`src/rtl/pipe_hazard_ctrl.sv`:
```
`timescale 1ns/1ps
`default_nettype none
// ============================================================================
// Module   : pipe_hazard_ctrl
// Purpose  : D-stage stall, forwarding selects and mult/div busy timer for a
//            5-stage MIPS pipeline, tracked with private E/M/W shadow records.
// Revision : 1.0  initial release
// ============================================================================
module pipe_hazard_ctrl #(
  parameter int MULT_CYCLES = 5,
  parameter int DIV_CYCLES  = 10,
  parameter int CNT_W       = 4
) (
  input  logic        clk,
  input  logic        reset,
  input  logic [31:0] ir_d,
  output logic        stall,
  output logic [1:0]  fwd_rs_d,
  output logic [1:0]  fwd_rt_d,
  output logic [1:0]  fwd_rs_e,
  output logic [1:0]  fwd_rt_e,
  output logic        fwd_rt_m,
  output logic        md_start,
  output logic        md_busy
);

  localparam logic [5:0] c_OP_RTYPE = 6'h00;
  localparam logic [5:0] c_OP_J     = 6'h02;
  localparam logic [5:0] c_OP_JAL   = 6'h03;
  localparam logic [5:0] c_OP_BEQ   = 6'h04;
  localparam logic [5:0] c_OP_ORI   = 6'h0D;
  localparam logic [5:0] c_OP_LUI   = 6'h0F;
  localparam logic [5:0] c_OP_LW    = 6'h23;
  localparam logic [5:0] c_OP_SW    = 6'h2B;

  localparam logic [5:0] c_FN_JR    = 6'h08;
  localparam logic [5:0] c_FN_MFHI  = 6'h10;
  localparam logic [5:0] c_FN_MTHI  = 6'h11;
  localparam logic [5:0] c_FN_MFLO  = 6'h12;
  localparam logic [5:0] c_FN_MTLO  = 6'h13;
  localparam logic [5:0] c_FN_MULT  = 6'h18;
  localparam logic [5:0] c_FN_MULTU = 6'h19;
  localparam logic [5:0] c_FN_DIV   = 6'h1A;
  localparam logic [5:0] c_FN_DIVU  = 6'h1B;

  // Instruction fields
  logic [5:0] op;
  logic [5:0] funct;
  logic [4:0] rs_a;
  logic [4:0] rt_a;
  logic [4:0] rd_a;
  logic       unused_shamt;

  assign op           = ir_d[31:26];
  assign rs_a         = ir_d[25:21];
  assign rt_a         = ir_d[20:16];
  assign rd_a         = ir_d[15:11];
  assign funct        = ir_d[5:0];
  assign unused_shamt = ^ir_d[10:6];

  // Decoded D-stage attributes
  logic       rd_rs;
  logic       rd_rt;
  logic [1:0] tuse_rs;
  logic [1:0] tuse_rt;
  logic [4:0] dst_dec;
  logic [1:0] tnew_dec;
  logic       md_cls;
  logic       md_op;
  logic       md_div;

  // Shadow pipeline records
  logic [4:0] e_rs_q,   e_rs_d;
  logic [4:0] e_rt_q,   e_rt_d;
  logic [4:0] e_dst_q,  e_dst_d;
  logic [1:0] e_tnew_q, e_tnew_d;
  logic       e_md_q,   e_md_d;
  logic       e_div_q,  e_div_d;
  logic [4:0] m_rt_q,   m_rt_d;
  logic [4:0] m_dst_q,  m_dst_d;
  logic [1:0] m_tnew_q, m_tnew_d;
  logic [4:0] w_dst_q,  w_dst_d;
  logic [CNT_W-1:0] cnt_q, cnt_d;

  always_comb begin
    rd_rs    = 1'b0;
    rd_rt    = 1'b0;
    tuse_rs  = 2'd0;
    tuse_rt  = 2'd0;
    dst_dec  = 5'd0;
    tnew_dec = 2'd0;
    md_cls   = 1'b0;
    md_op    = 1'b0;
    md_div   = 1'b0;
    case (op)
      c_OP_RTYPE: begin
        case (funct)
          c_FN_JR: begin
            rd_rs = 1'b1;
          end
          c_FN_MULT, c_FN_MULTU, c_FN_DIV, c_FN_DIVU: begin
            rd_rs   = 1'b1;
            rd_rt   = 1'b1;
            tuse_rs = 2'd1;
            tuse_rt = 2'd1;
            md_cls  = 1'b1;
            md_op   = 1'b1;
            md_div  = (funct == c_FN_DIV) || (funct == c_FN_DIVU);
          end
          c_FN_MTHI, c_FN_MTLO: begin
            rd_rs   = 1'b1;
            tuse_rs = 2'd1;
            md_cls  = 1'b1;
          end
          c_FN_MFHI, c_FN_MFLO: begin
            dst_dec  = rd_a;
            tnew_dec = 2'd1;
            md_cls   = 1'b1;
          end
          default: begin
            rd_rs    = 1'b1;
            rd_rt    = 1'b1;
            tuse_rs  = 2'd1;
            tuse_rt  = 2'd1;
            dst_dec  = rd_a;
            tnew_dec = 2'd1;
          end
        endcase
      end
      c_OP_ORI, c_OP_LUI: begin
        rd_rs    = 1'b1;
        tuse_rs  = 2'd1;
        dst_dec  = rt_a;
        tnew_dec = 2'd1;
      end
      c_OP_LW: begin
        rd_rs    = 1'b1;
        tuse_rs  = 2'd1;
        dst_dec  = rt_a;
        tnew_dec = 2'd2;
      end
      c_OP_SW: begin
        rd_rs   = 1'b1;
        rd_rt   = 1'b1;
        tuse_rs = 2'd1;
        tuse_rt = 2'd2;
      end
      c_OP_BEQ: begin
        rd_rs = 1'b1;
        rd_rt = 1'b1;
      end
      c_OP_JAL: begin
        dst_dec  = 5'd31;
        tnew_dec = 2'd0;
      end
      c_OP_J: begin
      end
      default: begin
      end
    endcase
  end

  assign md_start = e_md_q;
  assign md_busy  = (cnt_q != '0);

  // A producer still too far from its result for this operand's use point.
  always_comb begin
    stall = 1'b0;
    if (rd_rs && (rs_a != 5'd0)) begin
      if ((e_dst_q == rs_a) && (e_tnew_q > tuse_rs)) stall = 1'b1;
      if ((m_dst_q == rs_a) && (m_tnew_q > tuse_rs)) stall = 1'b1;
    end
    if (rd_rt && (rt_a != 5'd0)) begin
      if ((e_dst_q == rt_a) && (e_tnew_q > tuse_rt)) stall = 1'b1;
      if ((m_dst_q == rt_a) && (m_tnew_q > tuse_rt)) stall = 1'b1;
    end
    if (md_cls && (md_start || md_busy)) stall = 1'b1;
  end

  function automatic logic [1:0] src_sel(
    input logic       use_e,
    input logic [4:0] addr,
    input logic [4:0] ed,
    input logic [1:0] et,
    input logic [4:0] md,
    input logic [1:0] mt,
    input logic [4:0] wd
  );
    logic [1:0] sel;
    sel = 2'd0;
    if (addr != 5'd0) begin
      if (use_e && (ed == addr) && (et == 2'd0)) sel = 2'd1;
      else if ((md == addr) && (mt == 2'd0))    sel = 2'd2;
      else if (wd == addr)                       sel = 2'd3;
    end
    return sel;
  endfunction

  always_comb begin
    fwd_rs_d = src_sel(1'b1, rd_rs ? rs_a : 5'd0, e_dst_q, e_tnew_q, m_dst_q, m_tnew_q, w_dst_q);
    fwd_rt_d = src_sel(1'b1, rd_rt ? rt_a : 5'd0, e_dst_q, e_tnew_q, m_dst_q, m_tnew_q, w_dst_q);
    fwd_rs_e = src_sel(1'b0, e_rs_q, e_dst_q, e_tnew_q, m_dst_q, m_tnew_q, w_dst_q);
    fwd_rt_e = src_sel(1'b0, e_rt_q, e_dst_q, e_tnew_q, m_dst_q, m_tnew_q, w_dst_q);
    fwd_rt_m = (m_rt_q != 5'd0) && (w_dst_q == m_rt_q);
  end

  always_comb begin
    e_rs_d   = 5'd0;
    e_rt_d   = 5'd0;
    e_dst_d  = 5'd0;
    e_tnew_d = 2'd0;
    e_md_d   = 1'b0;
    e_div_d  = 1'b0;
    if (!stall) begin
      e_rs_d   = rd_rs ? rs_a : 5'd0;
      e_rt_d   = rd_rt ? rt_a : 5'd0;
      e_dst_d  = dst_dec;
      e_tnew_d = tnew_dec;
      e_md_d   = md_op;
      e_div_d  = md_div;
    end
    m_rt_d   = e_rt_q;
    m_dst_d  = e_dst_q;
    m_tnew_d = (e_tnew_q == 2'd0) ? 2'd0 : (e_tnew_q - 2'd1);
    w_dst_d  = m_dst_q;
  end

  always_comb begin
    cnt_d = cnt_q;
    if (md_start)          cnt_d = e_div_q ? CNT_W'(DIV_CYCLES) : CNT_W'(MULT_CYCLES);
    else if (cnt_q != '0)  cnt_d = cnt_q - CNT_W'(1);
  end

  always_ff @(posedge clk) begin
    if (reset) begin
      e_rs_q   <= 5'd0;
      e_rt_q   <= 5'd0;
      e_dst_q  <= 5'd0;
      e_tnew_q <= 2'd0;
      e_md_q   <= 1'b0;
      e_div_q  <= 1'b0;
      m_rt_q   <= 5'd0;
      m_dst_q  <= 5'd0;
      m_tnew_q <= 2'd0;
      w_dst_q  <= 5'd0;
      cnt_q    <= '0;
    end else begin
      e_rs_q   <= e_rs_d;
      e_rt_q   <= e_rt_d;
      e_dst_q  <= e_dst_d;
      e_tnew_q <= e_tnew_d;
      e_md_q   <= e_md_d;
      e_div_q  <= e_div_d;
      m_rt_q   <= m_rt_d;
      m_dst_q  <= m_dst_d;
      m_tnew_q <= m_tnew_d;
      w_dst_q  <= w_dst_d;
      cnt_q    <= cnt_d;
    end
  end

endmodule
`default_nettype wire

```
`config.mk`:
```
export PLATFORM = sky130hd
export DESIGN_NAME = pipe_hazard_ctrl
export DESIGN_NICKNAME = d
export VERILOG_FILES = /design/src/rtl/pipe_hazard_ctrl.sv
export SDC_FILE = /design/constraint.sdc
export NUM_CORES = 1
export LEC_CHECK = 0
export ABC_AREA = 1
export CAP_MARGIN = 20
export CORE_MARGIN = 3
export CORE_UTILIZATION = 54
export DETAILED_ROUTE_END_ITERATION = 12
export GPL_TIMING_DRIVEN = 0
export PLACE_DENSITY = 0.8
export SLEW_MARGIN = 20
export SYNTH_ARGS = -nofsm -noshare
export SYNTH_HDL_FRONTEND = slang
export SYNTH_SLANG_ARGS = --single-unit
export TNS_END_PERCENT = 50
```
`constraint.sdc`:
```
create_clock -name clk -period 3.46 [get_ports clk]
set_clock_uncertainty 0.1 [all_clocks]
set_input_delay 0.692 -clock clk [delete_from_list [all_inputs] [get_ports clk]]
set_output_delay 0.692 -clock clk [all_outputs]
set_load 0.02 [all_outputs]
```
==> results.py <==
metrics = {
    "global_routing": {
        "grt_pass1_wl_um": 13980,
        "grt_max_degree": 13,
        "grt_usage_pct": 28.21,
        "grt_pass1_vias": 3071,
        "gr-total-overflow": 0,
        "antenna_found_initial": 0,
    },
    "logic_synthesis": {
        "ys_seq_area_share_pct": 27.44,
        "ys.flop_type": "dfxtp_1",
        "syn-instance-count": 447,
        "synthesis.nets": 488,
        "synth_area_um2": 2918,
        "ys_ff_latch": 40,
        "synth_edf_count": 0,
        "async_reset_ff_share_pct": 0,
        "ys_types": 41,
        "synth_area_per_cell_um2": 6.528,
        "yosys_warnings": 0,
    },
    "cells_and_area": {
        "nets": 545,
        "fin_util_pct": 71.43,
        "drive_gt1_share_pct": 20.00,
        "fin_cells": 575,
        "fillers": 450,
        "fin_area_um2": 3695,
        "syn_to_final_growth_pct": 26.63,
        "n_antenna_cell": 0,
    },
    "worst_hold_path": {
        "hold_path.class": "flip-flop to flip-flop",
    },
    "pwr": {
        "seqPwrFrac_pct": 41.0,
        "p_leak_nw": 1.706,
        "p_comb_share_pct": 27.5,
        "power.density_nw_per_um2": 335.0,
        "p_clk_share_pct": 31.5,
        "switching_share_pct": 31.69,
        "intPower_mw": 0.8454,
        "p_switching_mw": 0.3922,
        "peakVddDrop_mv": 0.2535,
    },
    "clock_network": {
        "root_buffer": "clkbuf_8",
        "clkTransAtPathRegs_ns": 0.08,
        "holdBufCountCts": 0,
        "worstSkewPairLatency_ns": 0.30,
        "cts_buffers": 5,
        "clockBufferDepth": 2,
        "htree_levels": 2,
        "cts_num_sinks": 40,
        "cts_tree": "built",
    },
    "critical_path": {
        "cp.arrival_ns": 2.54,
        "crit_path_end_kind": "output pin",
        "critPathKind": "input pin to output pin",
        "crit_fanout": 3,
        "required_ns": 2.67,
        "cp-start-kind": "input pin",
    },
    "timing": {
        "relSlewSlack_pct": 60.17,
        "fmax_mhz": 300.2,
        "fin_crit_sh_pct": 96.26,
        "fin_hold_ws_ns": 0.3275,
        "slew_viol_final": 0,
        "finalHoldViolations": 0,
        "setup_tns_ns": 0,
        "setup_violations": 0,
        "fin_crit_ns": 3.331,
        "worst_slew_pin_slew_ns": 0.5974,
    },
    "floorplanning": {
        "start_util_pct": 56.41,
        "coreArea_um2": 5172,
        "die_y_um": 79.51,
        "num_rows": 26,
        "die_w_um": 79.51,
        "die_area_um2": 6321,
        "ios": 46,
    },
    "placement": {
        "placed_area_um2": 3366,
        "place_hpwl_um": 6183,
        "gp_congestion": 0.9116,
        "io_buffers": 36,
        "place_inst": 553,
    },
    "route": {
        "dr.first_iter.drc_count": 374,
        "first_pass_iters": 6,
        "drt_wl_total_um": 8844,
        "detail_route.wl_per_cell_um": 15.38,
        "viasPerCell": 5.708,
        "remaining_drc_errors": 0,
        "vias": 3282,
        "ant_nets": 0,
    },
    "run": {
        "maxCapViolations": 0,
    },
    "status": {
        "outcome": "finished clean",
    },
}
==> path summary, 6_finish.rpt <==
kind | end | from | slack (ns) | cells after the start
max | stall | ir_d[29] | 0.13 | 17
min reg2reg | m_tnew_q[0]$_SDFF_PP0_ | e_tnew_q[0]$_SDFF_PP0_ | 0.33 | 1
min | m_tnew_q[0]$_SDFF_PP0_ | e_tnew_q[0]$_SDFF_PP0_ | 0.33 | 1
max reg2reg | e_rt_q[1]$_SDFF_PP0_ | m_dst_q[3]$_SDFF_PP0_ | 1.34 | 10
==> cell usage after synthesis (3+ instances only) <==
| cell | n | area, um^2 |
|---|---|---|
| nor3_1 | 10 | 50.05 |
| nand3_1 | 35 | 175.2 |
| buf_6 | 3 | 33.78 |
| xnor2_1 | 8 | 70.07 |
| nand2_1 | 91 | 341.6 |
| nor2_1 | 62 | 232.7 |
| a21oi_1 | 17 | 85.08 |
| nor2_2 | 18 | 112.6 |
| inv_1 | 61 | 229.0 |
| o21ai_1 | 3 | 15.01 |
| ha_1 | 7 | 87.58 |
| clkbuf_1 | 5 | 18.77 |
| nand4_1 | 3 | 18.77 |
| nand2_4 | 3 | 33.78 |
| nand2_2 | 4 | 25.02 |
| o22ai_1 | 16 | 100.1 |
| xor2_1 | 13 | 113.9 |
| o211ai_1 | 3 | 22.52 |
| a221oi_1 | 8 | 70.07 |
| o21ai_0 | 10 | 50.05 |
| dfxtp_1 | 40 | 800.8 |
==> routing by layer <==
metal	track usage, %	vias up	part of all wire [%]	wire length, um
met2	52.84	155	52	4597
met1	31.12	1521	37	3282
met3	4.176	34	7.5	663
met4	12.20	0	3.4	300
met5	0	-	0	0
li1	-	1572	-	-
==> sequential cells by signal (all words and copies together) (netlist names) <==
name / count
e_rt_q: 5
e_dst_q: 5
e_div_q: 1
cnt_q: 4
e_rs_q: 5
w_dst_q: 5
m_tnew_q: 2
md_start: 1
m_dst_q: 5
m_rt_q: 5
e_tnew_q: 2
==> power groups by stage <==
stage	clock network (mW)	registers, mW	logic, mW
detailed placement	0	0.518	0.322
floorplan	0	0.513	0.213
CTS	0.386	0.507	0.327
global placement	0	0.517	0.310
finish	0.390	0.508	0.340
global route	0.403	0.512	0.381
==> kinds of logic after synthesis <==
logic type | count (synthesis) | synth area share [%]
compound gates | 66 | 14.37
xor+xnor | 21 | 6.304
fa+ha+maj | 7 | 3.002
buf+inv | 76 | 11.19
flops | 40 | 27.44
simple gates | 237 | 37.69
==> metrics by stage <==
stage	power [mW]	setup slack, ns
2_1_floorplan	0.7257	0.4781
3_3_place_gp	0.8272	-0.7431
3_5_place_dp	0.8402	-0.7866
4_1_cts	1.220	0.002505
5_1_grt	1.295	-0.07016
6_report	1.238	0.1293
==> critical path, stage by stage <==
cell,delay (ns)
clkdlybuf4s15_1,0.22
nor2_2,0.17
nand2_4,0.09
nor2_8,0.11
nand3_4,0.11
inv_4,0.08
ha_1,0.22
nand2_1,0.07
o21ai_1,0.06
nor2_1,0.11
nand2_1,0.07
nor2_2,0.11
nor2_2,0.06
nor2_4,0.13
nor2_4,0.06
nand2_2,0.06
buf_6,0.11
==> area by class of cell <==
| cell class | count | area [um^2] | share of cell area [%] |
|---|---|---|---|
| clock buffer | 6 | 72.57 | 1.964 |
| multi-input combinational | 331 | 1927 | 52.15 |
| timing repair buffer | 50 | 442.9 | 11.99 |
| buffer | 13 | 90.09 | 2.438 |
| sequential | 40 | 800.8 | 21.67 |
| clock inverter | 2 | 35.03 | 0.9482 |
| inverter | 63 | 239.0 | 6.468 |
| tap | 70 | 87.58 | 2.370 |
==> placed cells by master, fill, tap and decap left out, types with 4 or more instances in the layout <==
master           Yosys  routed
a21oi_1             17      14
a21oi_2              1       4
a221oi_1             8       8
buf_4                1      15
buf_6                3       6
clkbuf_1             5       6
clkbuf_2             2       6
clkbuf_8             0       5
clkdlybuf4s50_1      0      19
dfxtp_1             40      40
ha_1                 7       6
inv_1               61      57
inv_2                2       5
nand2_1             91      86
nand2_2              4       7
nand2_4              3       5
nand3_1             35      31
nand3_2              1       4
nor2_1              62      51
nor2_2              18      22
nor2_4               2       9
nor3_1              10      10
o21ai_0             10       8
o21ai_1              3       5
o22ai_1             16      16
xnor2_1              8       8
xor2_1              13      13
==> timing repair <==
item | 4_1_cts | 5_1_grt
hold endpoints to repair | 0 | 0
pin swaps | 21 | 24
endpoints found under the setup margin | 5 | 5
setup buffers | 9 | 5
gates resized for setup | 52 | 37
Note: power is estimated with default switching activity, not from simulation.
